**config.mk**
```make
export PLATFORM = sky130hd
export DESIGN_NAME = hazard_stall_ctrl_flat
export DESIGN_NICKNAME = d
export VERILOG_FILES = /design/src/rtl/hazard_stall_ctrl_if.sv /design/src/rtl/hazard_stall_ctrl.sv /design/src/flat_wrapper.sv
export SDC_FILE = /design/constraint.sdc
export NUM_CORES = 1
export LEC_CHECK = 0
export CAP_MARGIN = 40
export CORE_AREA = 2 2 77 61
export CTS_CLUSTER_SIZE = 16
export DETAILED_ROUTE_END_ITERATION = 7
export DIE_AREA = 0 0 79 63
export DONT_BUFFER_PORTS = 1
export HOLD_SLACK_MARGIN = 0.1
export SYNTH_ARGS = -nofsm -noshare
export SYNTH_HDL_FRONTEND = slang
export SYNTH_SLANG_ARGS = --single-unit
export TNS_END_PERCENT = 10
```
**constraint.sdc**
```tcl
create_clock -name i_clk -period 3.4 [get_ports i_clk]
set_input_delay 0 -clock i_clk [delete_from_list [all_inputs] [get_ports i_clk]]
set_output_delay 0 -clock i_clk [all_outputs]
set_load 0.005 [all_outputs]
```
**src/rtl/hazard_stall_ctrl_if.sv**
```systemverilog
// Pipeline-side bundle for the hazard/stall controller: the ID and ID/EX
// fields it inspects, the enables and flushes it drives, and the debug
// counters it exposes.
interface hazard_stall_ctrl_if #(
  parameter int CNT_W = 16
);
  logic [4:0]       i_ifid_rs;
  logic [4:0]       i_ifid_rt;
  logic             i_ifid_uses_rt;
  logic [2:0]       i_idex_mem_control;
  logic [4:0]       i_idex_tar_reg;
  logic             i_branch_taken;
  logic             i_cnt_clr;
  logic             o_pc_write;
  logic             o_ifid_write;
  logic             o_ifid_flush;
  logic             o_idex_bubble;
  logic             o_exmem_flush;
  logic             o_stalled;
  logic [CNT_W-1:0] o_stall_cnt;
  logic [CNT_W-1:0] o_flush_cnt;

  // pipeline side: supplies the fields, consumes the controls
  modport master (
    output i_ifid_rs, i_ifid_rt, i_ifid_uses_rt, i_idex_mem_control,
           i_idex_tar_reg, i_branch_taken, i_cnt_clr,
    input  o_pc_write, o_ifid_write, o_ifid_flush, o_idex_bubble,
           o_exmem_flush, o_stalled, o_stall_cnt, o_flush_cnt
  );

  // controller side
  modport slave (
    input  i_ifid_rs, i_ifid_rt, i_ifid_uses_rt, i_idex_mem_control,
           i_idex_tar_reg, i_branch_taken, i_cnt_clr,
    output o_pc_write, o_ifid_write, o_ifid_flush, o_idex_bubble,
           o_exmem_flush, o_stalled, o_stall_cnt, o_flush_cnt
  );
endinterface

```
**src/rtl/hazard_stall_ctrl.sv**
```systemverilog
// Load-use / taken-branch hazard controller.
//
//   state | meaning
//   RUN   | normal issue; detects load-use hazards and branch flushes
//   STALL | extra load-latency stall cycles; detection ignored
//
// Control outputs are Mealy: a stall or flush acts in the same cycle the
// condition is presented. A taken branch always wins over a stall.
module hazard_stall_ctrl #(
  parameter int LOAD_LAT = 1,
  parameter int CNT_W    = 16
) (
  input  logic                 i_clk,
  input  logic                 i_rst_n,
  hazard_stall_ctrl_if.slave   bus
);

  typedef enum logic {RUN, STALL} state_t;

  localparam logic [2:0] REMAIN_INIT = 3'(LOAD_LAT - 1);

  state_t           state, state_nxt;
  logic [2:0]       remain, remain_nxt;
  logic [CNT_W-1:0] stall_cnt, flush_cnt;
  logic             hazard;
  logic             stall_inc, flush_inc;
  logic             pc_write, ifid_write, ifid_flush, idex_bubble, exmem_flush;

  // load in ID/EX whose destination is read by the instruction in ID
  always_comb begin
    hazard = bus.i_idex_mem_control[1] && (bus.i_idex_tar_reg != 5'd0) &&
             ((bus.i_idex_tar_reg == bus.i_ifid_rs) ||
              (bus.i_ifid_uses_rt && (bus.i_idex_tar_reg == bus.i_ifid_rt)));
  end

  // next state, remain count and Mealy control outputs
  always_comb begin
    state_nxt   = state;
    remain_nxt  = remain;
    pc_write    = 1'b1;
    ifid_write  = 1'b1;
    ifid_flush  = 1'b0;
    idex_bubble = 1'b0;
    exmem_flush = 1'b0;
    stall_inc   = 1'b0;
    flush_inc   = 1'b0;
    case (state)
      RUN: begin
        if (bus.i_branch_taken) begin
          ifid_flush  = 1'b1;
          idex_bubble = 1'b1;
          exmem_flush = 1'b1;
          flush_inc   = 1'b1;
        end else if (hazard) begin
          pc_write    = 1'b0;
          ifid_write  = 1'b0;
          idex_bubble = 1'b1;
          stall_inc   = 1'b1;
          if (LOAD_LAT > 1) begin
            state_nxt  = STALL;
            remain_nxt = REMAIN_INIT;
          end
        end
      end
      STALL: begin
        if (bus.i_branch_taken) begin
          ifid_flush  = 1'b1;
          idex_bubble = 1'b1;
          exmem_flush = 1'b1;
          flush_inc   = 1'b1;
          state_nxt   = RUN;
          remain_nxt  = 3'd0;
        end else begin
          pc_write    = 1'b0;
          ifid_write  = 1'b0;
          idex_bubble = 1'b1;
          stall_inc   = 1'b1;
          remain_nxt  = remain - 3'd1;
          if (remain == 3'd1) state_nxt = RUN;
        end
      end
      default: begin
        state_nxt  = RUN;
        remain_nxt = 3'd0;
      end
    endcase
    // outputs are pinned to free-running values while reset is held
    if (!i_rst_n) begin
      pc_write    = 1'b1;
      ifid_write  = 1'b1;
      ifid_flush  = 1'b0;
      idex_bubble = 1'b0;
      exmem_flush = 1'b0;
      stall_inc   = 1'b0;
      flush_inc   = 1'b0;
    end
  end

  // sequencer state and remaining stall cycles
  always_ff @(posedge i_clk or negedge i_rst_n) begin
    if (!i_rst_n) begin
      state  <= RUN;
      remain <= 3'd0;
    end else begin
      state  <= state_nxt;
      remain <= remain_nxt;
    end
  end

  // saturating event counters; clear wins over increment
  always_ff @(posedge i_clk or negedge i_rst_n) begin
    if (!i_rst_n) begin
      stall_cnt <= '0;
      flush_cnt <= '0;
    end else if (bus.i_cnt_clr) begin
      stall_cnt <= '0;
      flush_cnt <= '0;
    end else begin
      if (stall_inc && (stall_cnt != '1)) stall_cnt <= stall_cnt + 1'b1;
      if (flush_inc && (flush_cnt != '1)) flush_cnt <= flush_cnt + 1'b1;
    end
  end

  assign bus.o_pc_write    = pc_write;
  assign bus.o_ifid_write  = ifid_write;
  assign bus.o_ifid_flush  = ifid_flush;
  assign bus.o_idex_bubble = idex_bubble;
  assign bus.o_exmem_flush = exmem_flush;
  assign bus.o_stalled     = (state == STALL);
  assign bus.o_stall_cnt   = stall_cnt;
  assign bus.o_flush_cnt   = flush_cnt;

endmodule
```
**src/flat_wrapper.sv**
```systemverilog
// flat-port wrapper written by rule: the top's interface ports become plain ports
module hazard_stall_ctrl_flat 
#(
  parameter int LOAD_LAT = 1,
  parameter int CNT_W    = 16
)
  (i_clk, i_rst_n, bus_i_ifid_rs, bus_i_ifid_rt, bus_i_ifid_uses_rt, bus_i_idex_mem_control, bus_i_idex_tar_reg, bus_i_branch_taken, bus_i_cnt_clr, bus_o_pc_write, bus_o_ifid_write, bus_o_ifid_flush, bus_o_idex_bubble, bus_o_exmem_flush, bus_o_stalled, bus_o_stall_cnt, bus_o_flush_cnt);
  hazard_stall_ctrl_if #(.CNT_W(CNT_W)) bus_i ();
  input  logic i_clk;
  input  logic i_rst_n;
  input wire logic [$bits(bus_i.i_ifid_rs)-1:0] bus_i_ifid_rs;
  input wire logic [$bits(bus_i.i_ifid_rt)-1:0] bus_i_ifid_rt;
  input wire logic [$bits(bus_i.i_ifid_uses_rt)-1:0] bus_i_ifid_uses_rt;
  input wire logic [$bits(bus_i.i_idex_mem_control)-1:0] bus_i_idex_mem_control;
  input wire logic [$bits(bus_i.i_idex_tar_reg)-1:0] bus_i_idex_tar_reg;
  input wire logic [$bits(bus_i.i_branch_taken)-1:0] bus_i_branch_taken;
  input wire logic [$bits(bus_i.i_cnt_clr)-1:0] bus_i_cnt_clr;
  output wire logic [$bits(bus_i.o_pc_write)-1:0] bus_o_pc_write;
  output wire logic [$bits(bus_i.o_ifid_write)-1:0] bus_o_ifid_write;
  output wire logic [$bits(bus_i.o_ifid_flush)-1:0] bus_o_ifid_flush;
  output wire logic [$bits(bus_i.o_idex_bubble)-1:0] bus_o_idex_bubble;
  output wire logic [$bits(bus_i.o_exmem_flush)-1:0] bus_o_exmem_flush;
  output wire logic [$bits(bus_i.o_stalled)-1:0] bus_o_stalled;
  output wire logic [$bits(bus_i.o_stall_cnt)-1:0] bus_o_stall_cnt;
  output wire logic [$bits(bus_i.o_flush_cnt)-1:0] bus_o_flush_cnt;
  assign bus_i.i_ifid_rs = bus_i_ifid_rs;
  assign bus_i.i_ifid_rt = bus_i_ifid_rt;
  assign bus_i.i_ifid_uses_rt = bus_i_ifid_uses_rt;
  assign bus_i.i_idex_mem_control = bus_i_idex_mem_control;
  assign bus_i.i_idex_tar_reg = bus_i_idex_tar_reg;
  assign bus_i.i_branch_taken = bus_i_branch_taken;
  assign bus_i.i_cnt_clr = bus_i_cnt_clr;
  assign bus_o_pc_write = bus_i.o_pc_write;
  assign bus_o_ifid_write = bus_i.o_ifid_write;
  assign bus_o_ifid_flush = bus_i.o_ifid_flush;
  assign bus_o_idex_bubble = bus_i.o_idex_bubble;
  assign bus_o_exmem_flush = bus_i.o_exmem_flush;
  assign bus_o_stalled = bus_i.o_stalled;
  assign bus_o_stall_cnt = bus_i.o_stall_cnt;
  assign bus_o_flush_cnt = bus_i.o_flush_cnt;
  hazard_stall_ctrl #(.LOAD_LAT(LOAD_LAT), .CNT_W(CNT_W)) u_core (.i_clk(i_clk), .i_rst_n(i_rst_n), .bus(bus_i));
endmodule
```
==> results by group, run 1 <==
Routing
  • Vias/cell: 5.60
  • Post-route DRC: 0
  • Pre-antenna DRT Iters: 4
  • Final ANT Viol Nets: 0
  • Wire per inst: 16.1 um
  • Routed WL: 4400 um
  • Iteration-0 DRC Markers: 117
  • DR vias: 1530

CTS
  • Clk root buf: clkbuf_8
  • Max Root-Sink Buffers: 2
  • CTS tree: yes
  • CTS Buf Count: 5
  • H-tree depth: 2
  • Clock-pin slew on the worst setup and hold paths: 0.07 ns
  • Post-cts sizing count: 0
  • Clk_lat worst skew: 0.28 ns
  • CTS sink count: 36

Setup path
  • WP data required: 3.56 ns
  • CP Capture Type: flop
  • Critical Path Start Type: flop
  • Worst r2r dst: u_core.bus.o_stall_cnt[10]
  • Arr. time, crit path: 3.01 ns
  • Worst reg2reg startpoint: u_core.bus.o_stall_cnt[0]
  • Highest net fanout along the worst path: 8
  • Worst R2R Setup Slack: 0.55 ns
  • R2R cell count: 8
  • Critical path class: flop to flop

Pwr
  • NetSw: 0.176 mW
  • Pwr per Cell Area: 360 nW/um2
  • P_leak: 0.964 nW
  • P_int: 0.633 mW
  • VDD IR max: 234 uV
  • Power share of the clock group: 0.401
  • Combinational power share: 0.065
  • Sequential power share: 0.534
  • Switching portion of total power: 0.217

Cells and area
  • Layout fillers: 408
  • Area Growth Syn to Fin: 9.70%
  • Fin util: 0.529
  • Commonest non-fill, non-tap cell in the layout: dfrtp_1
  • Post-route design area: 2250 um2
  • Final net count: 243
  • Most frequent cells in the layout: 36 x dfrtp_1, 29 x nor2_1, 21 x xnor2_1
  • # diodes: 0
  • Share of post-route cells with drive strength above 1: 0.0972

Place
  • DP Area: 2070 um2
  • Dpl hpwl: 3130 um
  • Worst Setup Slack post-DPL: 0.810 ns
  • Gpl congestion: 0.837
  • Port bufs: 0

Run status
  • Status: finished clean

Timing
  • Max-slew violation count: 0
  • PnR worst setup slack: 0.549 ns
  • RSZ-0062 raised after global routing: no
  • Final setup vio count: 0
  • Final period utilization: 0.839
  • WHS: 0.101 ns
  • Relative slew slack: 0.603
  • TNS Setup: 0 ns
  • Final hold viol count: 0
  • Max Freq: 351 MHz
  • Skew final: 0.00507 ns
  • Tmin final: 2.85 ns
  • Worst-Margin Slew: 0.592 ns

Yosys
  • Post-synth cell types: 42
  • YS warnings: 0
  • Post-synth net total: 239
  • EDFF count, synth: 0
  • Seq cells post-synth: 36
  • Mapped Cells: 212
  • Ys flop type: dfrtp_1
  • Synth Area per Inst: 9.67 um2
  • FFs w/ async S/R, synth: 1.00
  • Seq/Total Area, Yosys: 0.439
  • Synthesized area: 2050 um2

Global routing
  • Maximum number of pins on one net before global-route repair: 37
  • First-pass GRT wire length: 7310 um
  • GRT Total Usage: 0.185
  • Vias in the first global route: 1496
  • GR Overflow Total: 0
  • Initial antenna violation count: 0

Worst hold path
  • Worst min-delay path endpoint: bus_o_idex_bubble
  • Hold path start: i_rst_n
  • Number of cells on the worst hold path: 1
  • HP Class: input port to output pin

Floorplan
  • Die Y: 63 um
  • Core Box Area: 4260 um2
  • Ports: 61
  • Die area: 4980 um2
  • Initial Util: 0.482
  • FP Rows: 21
  • Die Wd: 79 um

Run
  • Max cap viols: 0
==> worst max path at each step <==
stage | cells after the start | endpoint | start | slack [ns]
floorplan | 9 | u_core.bus.o_stall_cnt[13] | u_core.bus.o_stall_cnt[0] | 0.94
global placement | 7 | u_core.bus.o_stall_cnt[13] | u_core.bus.o_stall_cnt[0] | 0.91
detailed placement | 7 | u_core.bus.o_stall_cnt[13] | u_core.bus.o_stall_cnt[0] | 0.81
CTS | 8 | u_core.bus.o_stall_cnt[10] | u_core.bus.o_stall_cnt[0] | 0.55
global route | 8 | u_core.bus.o_stall_cnt[10] | u_core.bus.o_stall_cnt[0] | 0.37
finish | 8 | u_core.bus.o_stall_cnt[10] | u_core.bus.o_stall_cnt[0] | 0.55
==> cell families after synthesis <==
group	synth area share
flops	0.439
mux	0.0256
buf+inv	0.0403
simple gates	0.254
compound gates	0.0842
xor+xnor	0.132
fa+ha+maj	0.0244
==> Yosys cell counts (3+ instances only) <==
| cell type | count | area, um2 |
|---|---|---|
| a21oi_1 | 6 | 30.0 |
| xor2_1 | 10 | 87.6 |
| xnor2_1 | 21 | 184 |
| clkbuf_1 | 5 | 18.8 |
| o21a_1 | 3 | 22.5 |
| nand2_1 | 13 | 48.8 |
| mux2i_1 | 3 | 30.0 |
| nor2b_1 | 3 | 18.8 |
| a31o_2 | 3 | 26.3 |
| and3_1 | 7 | 43.8 |
| ha_1 | 4 | 50.1 |
| nand3_1 | 9 | 45.0 |
| dfrtp_1 | 36 | 901 |
| nor2_1 | 29 | 109 |
| nand4_1 | 10 | 62.6 |
| inv_1 | 9 | 33.8 |
| nor4_1 | 3 | 18.8 |
| and4_1 | 5 | 43.8 |
==> what timing repair did <==
item	CTS	global route
buffers inserted	0	0
hold endpoints to repair	72	0
hold buffers	6	0
==> power by group through the flow <==
stage | clock [mW] | combinational, mW | sequential [mW]
after CTS | 0.335 | 0.0533 | 0.432
after global routing | 0.354 | 0.0590 | 0.432
after detailed placement | 0 | 0.0290 | 0.440
final | 0.325 | 0.0524 | 0.432
after floorplan | 0 | 0.0321 | 0.440
after global placement | 0 | 0.0274 | 0.440
==> layer usage <==
metal  track usage  vias up  share of wire
li1              -      742              -
met1         0.233      745           0.44
met2         0.289       34           0.49
met3        0.0809        9          0.067
met4        0.0517        0          0.011
met5             0        -              0
==> area by class of cell <==
type,count,area (um2),area share
Multi-Input combinational cell,158,1070,0.474
Sequential cell,36,901,0.400
Clock buffer,7,96.3,0.0428
Timing Repair Buffer,6,80.1,0.0356
Tap cell,57,71.3,0.0317
Inverter,9,33.8,0.0150
==> worst max-delay path: stages, from the launching register on <==
cell           delay (ns)
dfrtp_1              0.45
ha_1                 0.24
and2_1               0.19
and3_1               0.28
and4_4               0.26
nor3_2               0.46
a31o_2               0.24
a21oi_1              0.06
dlygate4sd3_1        0.56
==> per-stage QoR <==
stage                     total power [mW]  cells
after global routing                 0.845    273
after CTS                            0.820    273
final                                0.809    273
after global placement               0.468    260
after detailed placement             0.469    260
after floorplan                      0.472    212
==> sequential cells by signal, indices dropped and copies added, names as in the netlist <==
name,count
u_core.bus.o_flush_cnt,16
u_core.bus.o_stall_cnt,16
u_core.remain,3
u_core.bus.o_stalled,1
(Power assumes the default switching activity.)
==> run 2, diff against run 1 <==
- clock period: 3.4 -> 2.7 ns (I/O delays scaled with it)
==> run 2 against run 1 <==
Against the previous run: non-clock buffer count unchanged; critical path type unchanged; maximum frequency increased by 23%; clock power up 25%; highest routed layer unchanged; setup slack got worse by 0.17 ns; clock-buffer cell count stayed put.
==> results by group, run 2 (synthesis results as in run 1) <==
Run status
  • Status: finished clean

CTS
  • CTS Buf Count: 5 (unchanged)
  • Clk root buf: clkbuf_8
  • Setup bufs post-CTS: 0 (unchanged)
  • Clk_lat worst skew: 0.28 ns (about the same)
  • Clock-pin slew on the worst setup and hold paths: 0.07 ns (about the same)
  • CTS sink count: 36 (unchanged)
  • CTS tree: yes
  • H-tree depth: 2 (unchanged)
  • Max Root-Sink Buffers: 2 (unchanged)

Place
  • Gpl congestion: 0.829 (-0.97%)
  • Dpl hpwl: 3130 um (about the same)
  • Port bufs: 0 (unchanged)
  • Placed instance count: 261 (+0.38%)

Cells and area
  • Layout fillers: 422 (+3.4%)
  • Fin util: 0.528 (-0.000588)
  • Area Growth Syn to Fin: 9.58%
  • Final net count: 243 (unchanged)
  • Share of post-route cells with drive strength above 1: 0.102 (+0.00463)
  • Non-filler cells, final: 273 (unchanged)
  • # diodes: 0 (unchanged)
  • Commonest non-fill, non-tap cell in the layout: dfrtp_1
  • Most frequent cells in the layout: 36 x dfrtp_1, 29 x nor2_1, 21 x xnor2_1

Pwr
  • VDD IR max: 207 uV (-12%)
  • Pwr per Cell Area: 452 nW/um2 (+26%)
  • P_leak: 0.962 nW (-0.16%)

Routing
  • Pre-antenna DRT Iters: 4 (unchanged)
  • Wire per inst: 15.9 um (-1.5%)
  • Routed WL: 4340 um (-1.5%)
  • Post-route DRC: 0 (unchanged)
  • Vias/cell: 5.65 (+0.78%)
  • Final ANT Viol Nets: 0 (unchanged)
  • Iteration-0 DRC Markers: 71 (-39%)
  • DR vias: 1542 (+0.78%)

Timing
  • Max Freq: 431 MHz (+23%)
  • Final period utilization: 0.859 (+0.0201)
  • Worst-Margin Slew: 0.619 ns (+0.0274 ns)
  • Final hold viol count: 0 (unchanged)
  • Relative slew slack: 0.585 (-0.0181)
  • Skew final: 0.00348 ns (-0.00159 ns)
  • TNS Setup: 0 ns (unchanged)
  • Tmin final: 2.32 ns (-0.533 ns)
  • Max-slew violation count: 0 (unchanged)
  • Final setup vio count: 0 (unchanged)
  • RSZ-0062 raised after global routing: no

Global routing
  • Initial antenna violation count: 0 (unchanged)
  • Vias in the first global route: 1502 (+0.40%)
  • Busiest grt layer: met2
  • Grt met3 use: 0.0795 (-0.00145)
  • First-pass GRT wire length: 7410 um (+1.3%)
  • GRT Total Usage: 0.188 (+0.00305)
  • Met2 Use GR: 0.302 (+0.0127)
  • Maximum number of pins on one net before global-route repair: 37 (unchanged)
  • GR Overflow Total: 0 (unchanged)
  • Global Route met1 Usage: 0.235 (+0.00185)

Setup path
  • CP Capture Type: flop
  • Critical path class: flop to flop
  • CP Cell Sequence: ha_1 -> and2_1 -> and3_1 -> and4_4 -> nor4_4 -> and4_1 -> mux2_1
  • WP data required: 2.87 ns (-0.69 ns)
  • Critical Path Start Type: flop
  • R2R cell count: 7 (-1)
  • Slowest stage delay, CP: 0.45 ns (-0.11 ns)
  • Highest net fanout along the worst path: 8 (unchanged)
  • Crit-path slowest cell: dfrtp_1
  • Arr. time, crit path: 2.49 ns (-0.52 ns)

Floorplan
  • Die area: 4980 um2 (unchanged)
  • Die Wd: 79 um (unchanged)
  • Core Box Area: 4260 um2 (unchanged)
  • Initial Util: 0.482 (unchanged)
  • FP Rows: 21 (unchanged)
  • Die Y: 63 um (unchanged)
  • Ports: 61 (unchanged)

Worst hold path
  • HP Class: input port to output pin
  • Number of cells on the worst hold path: 1 (unchanged)

Run
  • Max cap viols: 0 (unchanged)
-- run 2: cell types whose count changed in the layout (fill, tap and decap cells not counted) --
cell	delta
dlygate4sd3_1	-1
buf_4	+1
-- run 2: cell type report --
| type | instances | area [um2] | area share |
|---|---|---|---|
| Inverter | 9 | 33.8 | 0.0150 |
| Clock buffer | 7 | 96.3 | 0.0429 |
| Tap cell | 57 | 71.3 | 0.0317 |
| Sequential cell | 36 | 901 | 0.401 |
| Multi-Input combinational cell | 158 | 1070 | 0.475 |
| Timing Repair Buffer | 6 | 77.6 | 0.0345 |
-- run 2: path summary, 6_finish.rpt --
kind | to | slack, ns | from
setup / recovery | u_core.bus.o_stall_cnt[13] | 0.38 | u_core.bus.o_stall_cnt[0]
min in group asynchronous | u_core.bus.o_stall_cnt[14] | 0.18 | i_rst_n
setup reg to reg | u_core.bus.o_stall_cnt[13] | 0.38 | u_core.bus.o_stall_cnt[0]
hold / removal | bus_o_idex_bubble | 0.10 | i_rst_n
max in group asynchronous | u_core.bus.o_flush_cnt[4] | 2.34 | i_rst_n
hold reg to reg | u_core.bus.o_stalled | 0.57 | u_core.remain[2]
-- run 2: worst max-delay path, delay by kind of cell (launching register included) --
family                     cells  cell delay (ns)
and+or+nand+nor                5             1.20
DFF                            1             0.45
muxes                          1             0.31
adders and majority gates      1             0.24
-- run 2: where the power goes --
| part | switching (mW) | total, mW | internal [mW] |
|---|---|---|---|
| clock network | 0.180 | 0.407 | 0.227 |
| registers | 0.00292 | 0.544 | 0.541 |
| logic | 0.0366 | 0.0656 | 0.0290 |
| total | 0.219 | 1.02 | 0.797 |
-- run 2: metrics by stage --
step	hold WS [ns]	power [mW]	worst slack [ns]	area [um2]
after floorplan	-0.296	0.594	0.239	2050
after global placement	-0.294	0.589	0.438	2080
after detailed placement	-0.295	0.591	0.386	2080
after CTS	0.102	1.03	0.378	2250
after global routing	0.108	1.07	0.243	2250
final	0.102	1.02	0.382	2250
-- run 2: layer usage --
| metal | vias to the layer above | part of all wire |
|---|---|---|
| met5 | - | 0 |
| met4 | 0 | 0.0078 |
| met3 | 4 | 0.079 |
| met2 | 34 | 0.47 |
| met1 | 764 | 0.44 |
| li1 | 740 | - |
-- run 2: repair_timing --
action	CTS	global route
hold endpoints to repair	72	0
gates resized for setup	0	0
hold buffers	5	0
==> run 3, diff against run 2 <==
- CORE_AREA: 2 2 77 61 -> 2 2 80 63
- DIE_AREA: 0 0 79 63 -> 0 0 82 65
- SLEW_MARGIN: default -> 10
==> run 3 against run 2 <==
Against the previous run: clock-buffer cell count is the same; via count shrank 3.2%; largest power group unchanged; flip-flop and latch count is the same.
==> results by group, run 3 (synthesis results as in run 1) <==
Routing
  • Pre-antenna DRT Iters: 4 (unchanged)
  • Iteration-0 DRC Markers: 55 (-23%)
  • Final ANT Viol Nets: 0 (unchanged)
  • Routed WL: 4220 um (-2.7%)
  • DR vias: 1493 (-3.2%)
  • Wire per inst: 15.3 um (-3.8%)
  • Vias/cell: 5.41 (-4.2%)
  • Post-route DRC: 0 (unchanged)

Floorplan
  • Die Y: 65 um (+3.2%)
  • Ports: 61 (unchanged)
  • FP Rows: 22 (+4.8%)
  • Die Wd: 82 um (+3.8%)
  • Initial Util: 0.443 (-0.0383)
  • Die area: 5330 um2 (+7.1%)
  • Core Box Area: 4620 um2 (+8.6%)

Worst hold path
  • HP Class: input port to output pin
  • Number of cells on the worst hold path: 1 (unchanged)

Timing
  • WHS: 0.123 ns (+0.0211 ns)
  • TNS Setup: 0 ns (unchanged)
  • Final period utilization: 0.842 (-0.0171)
  • Max Freq: 440 MHz (+2.0%)
  • RSZ-0062 raised after global routing: no
  • Relative slew slack: 0.620 (+0.0351)
  • Final setup vio count: 0 (unchanged)
  • Tmin final: 2.27 ns (-0.0461 ns)
  • Worst-Margin Slew: 0.566 ns (-0.0529 ns)
  • Final hold viol count: 0 (unchanged)
  • Skew final: 0.00642 ns (+0.00295 ns)
  • Max-slew violation count: 0 (unchanged)
  • PnR worst setup slack: 0.428 ns (+0.0461 ns)

CTS
  • Max Root-Sink Buffers: 2 (unchanged)
  • CTS sink count: 36 (unchanged)
  • CTS tree: yes
  • Clk_lat worst skew: 0.29 ns (about the same)
  • Clk root buf: clkbuf_8
  • CTS Buf Count: 5 (unchanged)
  • Clock-pin slew on the worst setup and hold paths: 0.07 ns (about the same)
  • H-tree depth: 2 (unchanged)

Cells and area
  • Share of post-route cells with drive strength above 1: 0.102 (unchanged)
  • Post-route design area: 2250 um2 (+0.17%)
  • Layout fillers: 440 (+4.3%)
  • # diodes: 0 (unchanged)
  • Non-filler cells, final: 276 (+1.1%)
  • Final net count: 243 (unchanged)
  • Area Growth Syn to Fin: 9.76%
  • Commonest non-fill, non-tap cell in the layout: dfrtp_1
  • Most frequent cells in the layout: 36 x dfrtp_1, 29 x nor2_1, 21 x xnor2_1

Setup path
  • R2R cell count: 7 (unchanged)
  • Arr. time, crit path: 2.45 ns (-0.04 ns)
  • Critical path class: flop to flop
  • Worst R2R Setup Slack: 0.43 ns (+0.05 ns)
  • CP Capture Type: flop
  • Highest net fanout along the worst path: 8 (unchanged)
  • WP data required: 2.88 ns (about the same)
  • Critical Path Start Type: flop
  • CP Cell Sequence: ha_1 -> and2_1 -> and3_1 -> and4_4 -> nor4_4 -> and4_1 -> mux2_1
  • Slowest stage delay, CP: 0.43 ns (-0.02 ns)
  • Crit-path slowest cell: dfrtp_1

Run status
  • Status: finished clean

Global routing
  • First-pass GRT wire length: 7090 um (-4.4%)
  • GR Overflow Total: 0 (unchanged)
  • GRT Total Usage: 0.177 (-0.0116)
  • Vias in the first global route: 1427 (-5.0%)
  • Initial antenna violation count: 0 (unchanged)
  • Maximum number of pins on one net before global-route repair: 37 (unchanged)

Place
  • Worst Setup Slack post-DPL: 0.423 ns (+0.0370 ns)
  • Gpl congestion: 0.732 (-12%)
  • Dpl hpwl: 2850 um (-8.9%)
  • Port bufs: 0 (unchanged)
  • Placed instance count: 264 (+1.1%)
  • DP Area: 2080 um2 (+0.18%)

Pwr
  • VDD IR max: 189 uV (-8.4%)
  • P_leak: 0.962 nW (unchanged)
  • Pwr per Cell Area: 457 nW/um2 (+0.93%)

Run
  • Max cap viols: 0 (unchanged)
-- run 3: cell counts in the layout (fill, tap and decap cells not counted) --
No cell type changed its count.
-- run 3: layer usage --
metal	GRT usage	vias up	wire length, um
met4	0.0688	0	68
met5	0	-	0
met2	0.246	35	1740
met3	0.0627	7	251
li1	-	744	-
met1	0.248	707	2160
-- run 3: worst paths after layout --
kind                                           start                         end
max                        u_core.bus.o_stall_cnt[0]  u_core.bus.o_stall_cnt[13]
max in group asynchronous                    i_rst_n   u_core.bus.o_flush_cnt[0]
min reg2reg                         u_core.remain[0]            u_core.remain[0]
max reg2reg                u_core.bus.o_stall_cnt[0]  u_core.bus.o_stall_cnt[13]
min in group asynchronous                    i_rst_n   u_core.bus.o_stall_cnt[5]
min                               bus_i_branch_taken           bus_o_idex_bubble
-- run 3: what timing repair did --
| action | 4_1_cts | 5_1_grt |
|---|---|---|
| hold buffers | 5 | 0 |
| gates resized for setup | 0 | 0 |
| endpoints found under the hold margin | 72 | 0 |
| endpoints found under the setup margin | 0 | 0 |
| setup buffers | 0 | 0 |
-- run 3: worst max-delay path, delay by kind of cell, from the launching register on --
kind	cells	cell delay, ns
flip-flops	1	0.43
adder cells (fa/ha/maj)	1	0.22
multiplexers	1	0.32
AND/OR/NAND/NOR	5	1.19
-- run 3: final cells by class --
class / instances / area [um2] / share of cell area
clock buffer: 7 / 96.3 / 0.0428
tap: 60 / 75.1 / 0.0334
multi-input combinational: 158 / 1070 / 0.474
sequential: 36 / 901 / 0.400
inverter: 9 / 33.8 / 0.0150
timing repair buffer: 6 / 77.6 / 0.0345
-- run 3: where the power goes --
part           switching, mW  leakage [nW]  total, mW  internal, mW
registers            0.00274         0.487      0.544         0.541
logic                 0.0366         0.425     0.0656        0.0290
clock network          0.191        0.0503      0.418         0.227
-- run 3: per-stage QoR --
| stage | util | power (mW) |
|---|---|---|
| 6_report | 0.487 | 1.03 |
| 5_1_grt | 0.487 | 1.07 |
| 4_1_cts | 0.487 | 1.04 |
| 3_5_place_dp | 0.451 | 0.590 |
| 3_3_place_gp | 0.451 | 0.590 |
| 2_1_floorplan | - | 0.594 |
